`src/rtl/timer_ctrl_pkg.sv`:
```
// Shared types and constants for the interval timer controller.
package timer_ctrl_pkg;

  typedef enum logic [1:0] {
    IDLE = 2'd0,
    RUN  = 2'd1,
    DONE = 2'd2
  } state_t;

  localparam logic MODE_ONESHOT  = 1'b0;
  localparam logic MODE_PERIODIC = 1'b1;

endpackage

```
`src/rtl/timer_ctrl_counter.sv`:
```
// Free-running up counter with async active-low clear, sync active-low clear and enable.
module timer_ctrl_counter #(
  parameter int W = 8
) (
  input  logic         clk,
  input  logic         clrn,
  input  logic         sclr,
  input  logic         en,
  output logic [W-1:0] q
);

  logic [W-1:0] r_q;

  // NOTE: sequential state uses non-blocking assignments so every flop samples pre-edge values.
  always_ff @(posedge clk or negedge clrn) begin
    if (!clrn) begin
      r_q <= '0;
    end else if (!sclr) begin
      r_q <= '0;
    end else if (en) begin
      r_q <= r_q + 1'b1;
    end
  end

  assign q = r_q;

endmodule

```
`src/rtl/timer_ctrl.sv`:
```
// Prescaled interval timer: IDLE/RUN/DONE FSM, interval counter and start-time latches.
module timer_ctrl
  import timer_ctrl_pkg::*;
#(
  parameter int W  = 16,
  parameter int PW = 8
) (
  input  logic          clk,
  input  logic          clr,
  input  logic          start,
  input  logic          stop,
  input  logic          mode,
  input  logic [W-1:0]  period,
  input  logic [PW-1:0] prescale,
  output logic          busy,
  output logic          tick,
  output logic          done,
  output logic [W-1:0]  count
);

  state_t        r_state;
  logic          r_mode;
  logic [W-1:0]  r_period;
  logic [PW-1:0] r_prescale;
  logic [W-1:0]  r_count;
  logic          r_busy;
  logic          r_tick;
  logic          r_done;

  state_t        w_next_state;
  logic [W-1:0]  w_next_count;
  logic          w_latch;
  logic          w_next_tick;
  logic          w_run;
  logic [PW-1:0] w_presc;
  logic          w_ptick;
  logic          w_expiry;
  logic          w_presc_clrn;
  logic          w_presc_sclr;

  assign w_run    = (r_state == RUN);
  assign w_ptick  = w_run && (w_presc == r_prescale);
  assign w_expiry = w_ptick && (r_count == r_period);

  // Prescaler sits at zero outside RUN, so every run starts from a cleared divider.
  assign w_presc_clrn = ~clr;
  assign w_presc_sclr = ~(w_ptick | ~w_run);

  timer_ctrl_counter #(
    .W (PW)
  ) u_prescaler (
    .clk  (clk),
    .clrn (w_presc_clrn),
    .sclr (w_presc_sclr),
    .en   (w_run),
    .q    (w_presc)
  );

  // NOTE: every combinational output gets a default first, so no path can infer a latch.
  always_comb begin
    w_next_state = r_state;
    w_next_count = r_count;
    w_latch      = 1'b0;
    w_next_tick  = 1'b0;
    unique case (r_state)
      IDLE, DONE: begin
        if (stop) begin
          w_next_state = IDLE;
          w_next_count = '0;
        end else if (start) begin
          w_next_state = RUN;
          w_next_count = '0;
          w_latch      = 1'b1;
        end
      end
      RUN: begin
        if (stop) begin
          w_next_state = IDLE;
          w_next_count = '0;
        end else if (w_expiry) begin
          w_next_count = '0;
          w_next_tick  = 1'b1;
          w_next_state = (r_mode == MODE_PERIODIC) ? RUN : DONE;
        end else if (w_ptick) begin
          w_next_count = r_count + 1'b1;
        end
      end
      default: begin
        w_next_state = IDLE;
        w_next_count = '0;
      end
    endcase
  end

  always_ff @(posedge clk or posedge clr) begin
    if (clr) begin
      r_state    <= IDLE;
      r_mode     <= MODE_ONESHOT;
      r_period   <= '0;
      r_prescale <= '0;
      r_count    <= '0;
      r_busy     <= 1'b0;
      r_tick     <= 1'b0;
      r_done     <= 1'b0;
    end else begin
      r_state <= w_next_state;
      r_count <= w_next_count;
      r_tick  <= w_next_tick;
      r_busy  <= (w_next_state == RUN);
      r_done  <= (w_next_state == DONE);
      if (w_latch) begin
        r_mode     <= mode;
        r_period   <= period;
        r_prescale <= prescale;
      end
    end
  end

  assign busy  = r_busy;
  assign tick  = r_tick;
  assign done  = r_done;
  assign count = r_count;

endmodule

```
`config.mk`:
```
export PLATFORM = sky130hd
export DESIGN_NAME = timer_ctrl
export DESIGN_NICKNAME = d
export VERILOG_FILES = /design/src/rtl/timer_ctrl_pkg.sv /design/src/rtl/timer_ctrl_counter.sv /design/src/rtl/timer_ctrl.sv
export SDC_FILE = /design/constraint.sdc
export NUM_CORES = 1
export LEC_CHECK = 0
export CORE_UTILIZATION = 30
export CTS_CLUSTER_DIAMETER = 30
export DETAILED_ROUTE_END_ITERATION = 8
export GPL_TIMING_DRIVEN = 0
export PLACE_DENSITY = 0.56
export SYNTH_ARGS = -nofsm -noshare
export SYNTH_HDL_FRONTEND = slang
export SYNTH_SLANG_ARGS = --single-unit
```
`constraint.sdc`:
```
create_clock -name clk -period 2.17 [get_ports clk]
set_input_delay 0.3255 -clock clk [delete_from_list [all_inputs] [get_ports clk]]
set_output_delay 0.3255 -clock clk [all_outputs]
set_load 0.02 [all_outputs]
```
==> impl_metrics.json <==
{
  "final_antenna_net_count": 0,
  "synthArstFlopShare_pct": 100.0,
  "start_util_pct": 31.35,
  "routed_wirelength_mm": 5.498,
  "slew_violations": 0,
  "cp-start-kind": "flop",
  "yosys.area.top_type": "dfrtp_1",
  "synth_fp_nets": 260,
  "yosys_warnings": 0,
  "num_vias": 1811,
  "drc_errors": 0,
  "htreeDepth": 2,
  "min-delay-path-class": "input port to async pin",
  "cap_violations": 0,
  "grt_pass1_vias": 1810,
  "endpoint_kind": "flop",
  "placedInstanceArea_um2": 3227,
  "ys_types": 38,
  "grt.overflow.total": 0,
  "hold_violations": 0,
  "cts.reportedPaths.clkPinSlew_ps": 100,
  "numClockSinks": 54,
  "min_period_over_period_pct": 92.82,
  "area_growth_pct": 29.28,
  "ys_ff_latch": 54,
  "worst_pin_slew_ps": 528.7,
  "core_um2": 8341,
  "nets": 318,
  "die_y_um": 95.37,
  "yosys_most_used_dff": "dfrtp_1",
  "final_area_um2": 3381,
  "die_x_um": 95.37,
  "fin_tns_setup_ps": 0,
  "post-route-min-period_ps": 2014,
  "via_per_inst": 4.608,
  "dieArea_um2": 9094,
  "syn-instance-count": 229,
  "cp_data_arrival_time_ps": 2220,
  "dp_hpwl_mm": 4.088,
  "antenna_found_initial": 0,
  "cp_data_required_time_ps": 2380,
  "grt_pass1_wl_mm": 8.866,
  "grt_start_max_net_pins": 37,
  "max_stage_delay_ps": 440,
  "ios": 48,
  "leakage_nw": 1.350,
  "synth_area_um2": 2615,
  "setup_viol": 0,
  "critPathBufInv": 1,
  "row_count": 33,
  "cts_tree": "done",
  "power_density_nw_per_um2": 667.5,
  "postCtsHoldBufs": 0,
  "drtIter0Drc": 61,
  "post_route_cells_drive_above_1_share_pct": 19.79,
  "status": "finished, final reports clean",
  "fmax_mhz": 496.5,
  "routedWlPerCell_um": 13.99,
  "root_buffer": "clkbuf_8",
  "ys_top_cells_by_area": "dfrtp_1, mux2_2, xnor2_1, xor2_1, nor2_1",
  "crit_type": "flop to flop",
  "ys_seq_area_share_pct": 51.67,
  "firstDrtPassIters": 4,
  "cp_max_fo": 10,
  "path_cells": "xor2_1 -> nor4_2 -> and2_1 -> a31o_2 -> a21o_1 -> clkbuf_4 -> nor2_1",
  "cp_top_family": "simple AND/OR/NAND/NOR gates",
  "synth_edf_count": 0,
  "syn_area_per_cell_um2": 11.42,
  "cts_max_path_buffers": 2,
  "synth_top_area_share_pct": 51.67,
  "clock_latency_ps": 310,
  "grt_usage_pct": 13.13,
  "skew_ps": 8.382,
  "io_buffers": 46,
  "worst_path_max_delay_cell": "dfrtp_1",
  "fin_util_pct": 40.53,
  "final_cell_count_no_fill": 393,
  "irDropWorstVdd_mv": 0.2980,
  "place_congestion": 0.7913,
  "cts_inserted_buffers": 5,
  "antenna_cells": 0,
  "hold_ws_ps": 321.9,
  "dp.cells": 381,
  "maxSlewHeadroom_pct": 64.71
}
layer usage:
metal  GRT usage [%]  wire, um
met1           17.92      2692
met2           20.30      2476
met3           1.994       183
met4           6.313       146
met5               0         0
cell type report:
cell class	instances	area, um2
well taps	105	131.4
inverters	6	22.52
clock buffers	8	110.1
plain buffers	6	33.78
flip-flops and latches	54	1351
multi-input cells	163	1221
fillers	815	4960
repair buffers	51	510.5
power by group:
| part | switching [mW] | internal [mW] |
|---|---|---|
| Clock | 0.330 | 0.323 |
| Sequential | 0.0865 | 1.12 |
| Combinational | 0.167 | 0.232 |
flip-flops by register name (all words and copies together), names as in the netlist:
| name | count |
|---|---|
| count | 16 |
| r_state | 2 |
| done | 1 |
| r_prescale | 8 |
| busy | 1 |
| tick | 1 |
| r_mode | 1 |
| u_prescaler.q | 8 |
| r_period | 16 |
cell usage after synthesis (3+ instances only):
master   number
dfrtp_1      54
nor2_1       26
mux2_2       25
xnor2_1      25
xor2_1       14
nand3_1      11
nand2_1       7
inv_1         6
nor3_1        6
a21oi_1       5
and3_1        5
buf_2         3
nand4_1       3
nor4_2        3
o21ai_0       3
or3_1         3
metrics by stage:
step	power (mW)	setup slack, ps
global placement	1.614	-559.8
finish	2.257	155.9
detailed placement	1.627	-578.6
floorplan	1.485	326.8
CTS	2.286	0.4032
global route	2.383	-4.385
worst paths after layout:
kind | startpoint | endpoint | slack (ps) | cells past startpoint
worst max-delay path | u_prescaler.q[5] | count[5] | 160 | 7
worst min-delay path | clr | r_period[1] | 320 | 2
worst max register to register | u_prescaler.q[5] | count[5] | 160 | 7
worst min register to register | r_mode | r_mode | 520 | 1
max in group asynchronous | clr | r_state[0] | 1300 | 3
min in group clk | stop | tick | 390 | 2
placed cells by master (no fill, tap or decap), types with 2 or more instances in the layout:
master           count
dfrtp_1             54
clkdlybuf4s50_1     46
xnor2_1             25
nor2_1              25
mux2_2              25
xor2_1              14
nand3_1             11
clkbuf_8             8
nand2_1              7
nor3_1               5
and3_1               5
a21oi_1              5
buf_4                5
inv_1                5
nor4_2               3
nand4_1              3
o21ai_0              3
or3_1                3
and2_1               2
nand2b_1             2
a21o_1               2
buf_2                2
nor2b_1              2
o21a_1               2
o31ai_1              2
ha_1                 2
timing repair:
action                                  in CTS  in global routing
setup buffers                                0                  4
endpoints found under the setup margin      21                 23
resized for setup                            1                  5
pin swaps                                    0                  5
cells by family after synthesis:
| logic type | Yosys count | share of synthesized area, % |
|---|---|---|
| adders and majority gates | 2 | 0.9568 |
| buffers and inverters | 12 | 2.010 |
| DFF | 54 | 51.67 |
| muxes | 25 | 10.77 |
| AOI/OAI and AO/OA | 19 | 4.976 |
| and+or+nand+nor | 77 | 15.93 |
| xor gates and xnor gates | 40 | 13.68 |
No activity file was read; power rests on OpenSTA's default activity.
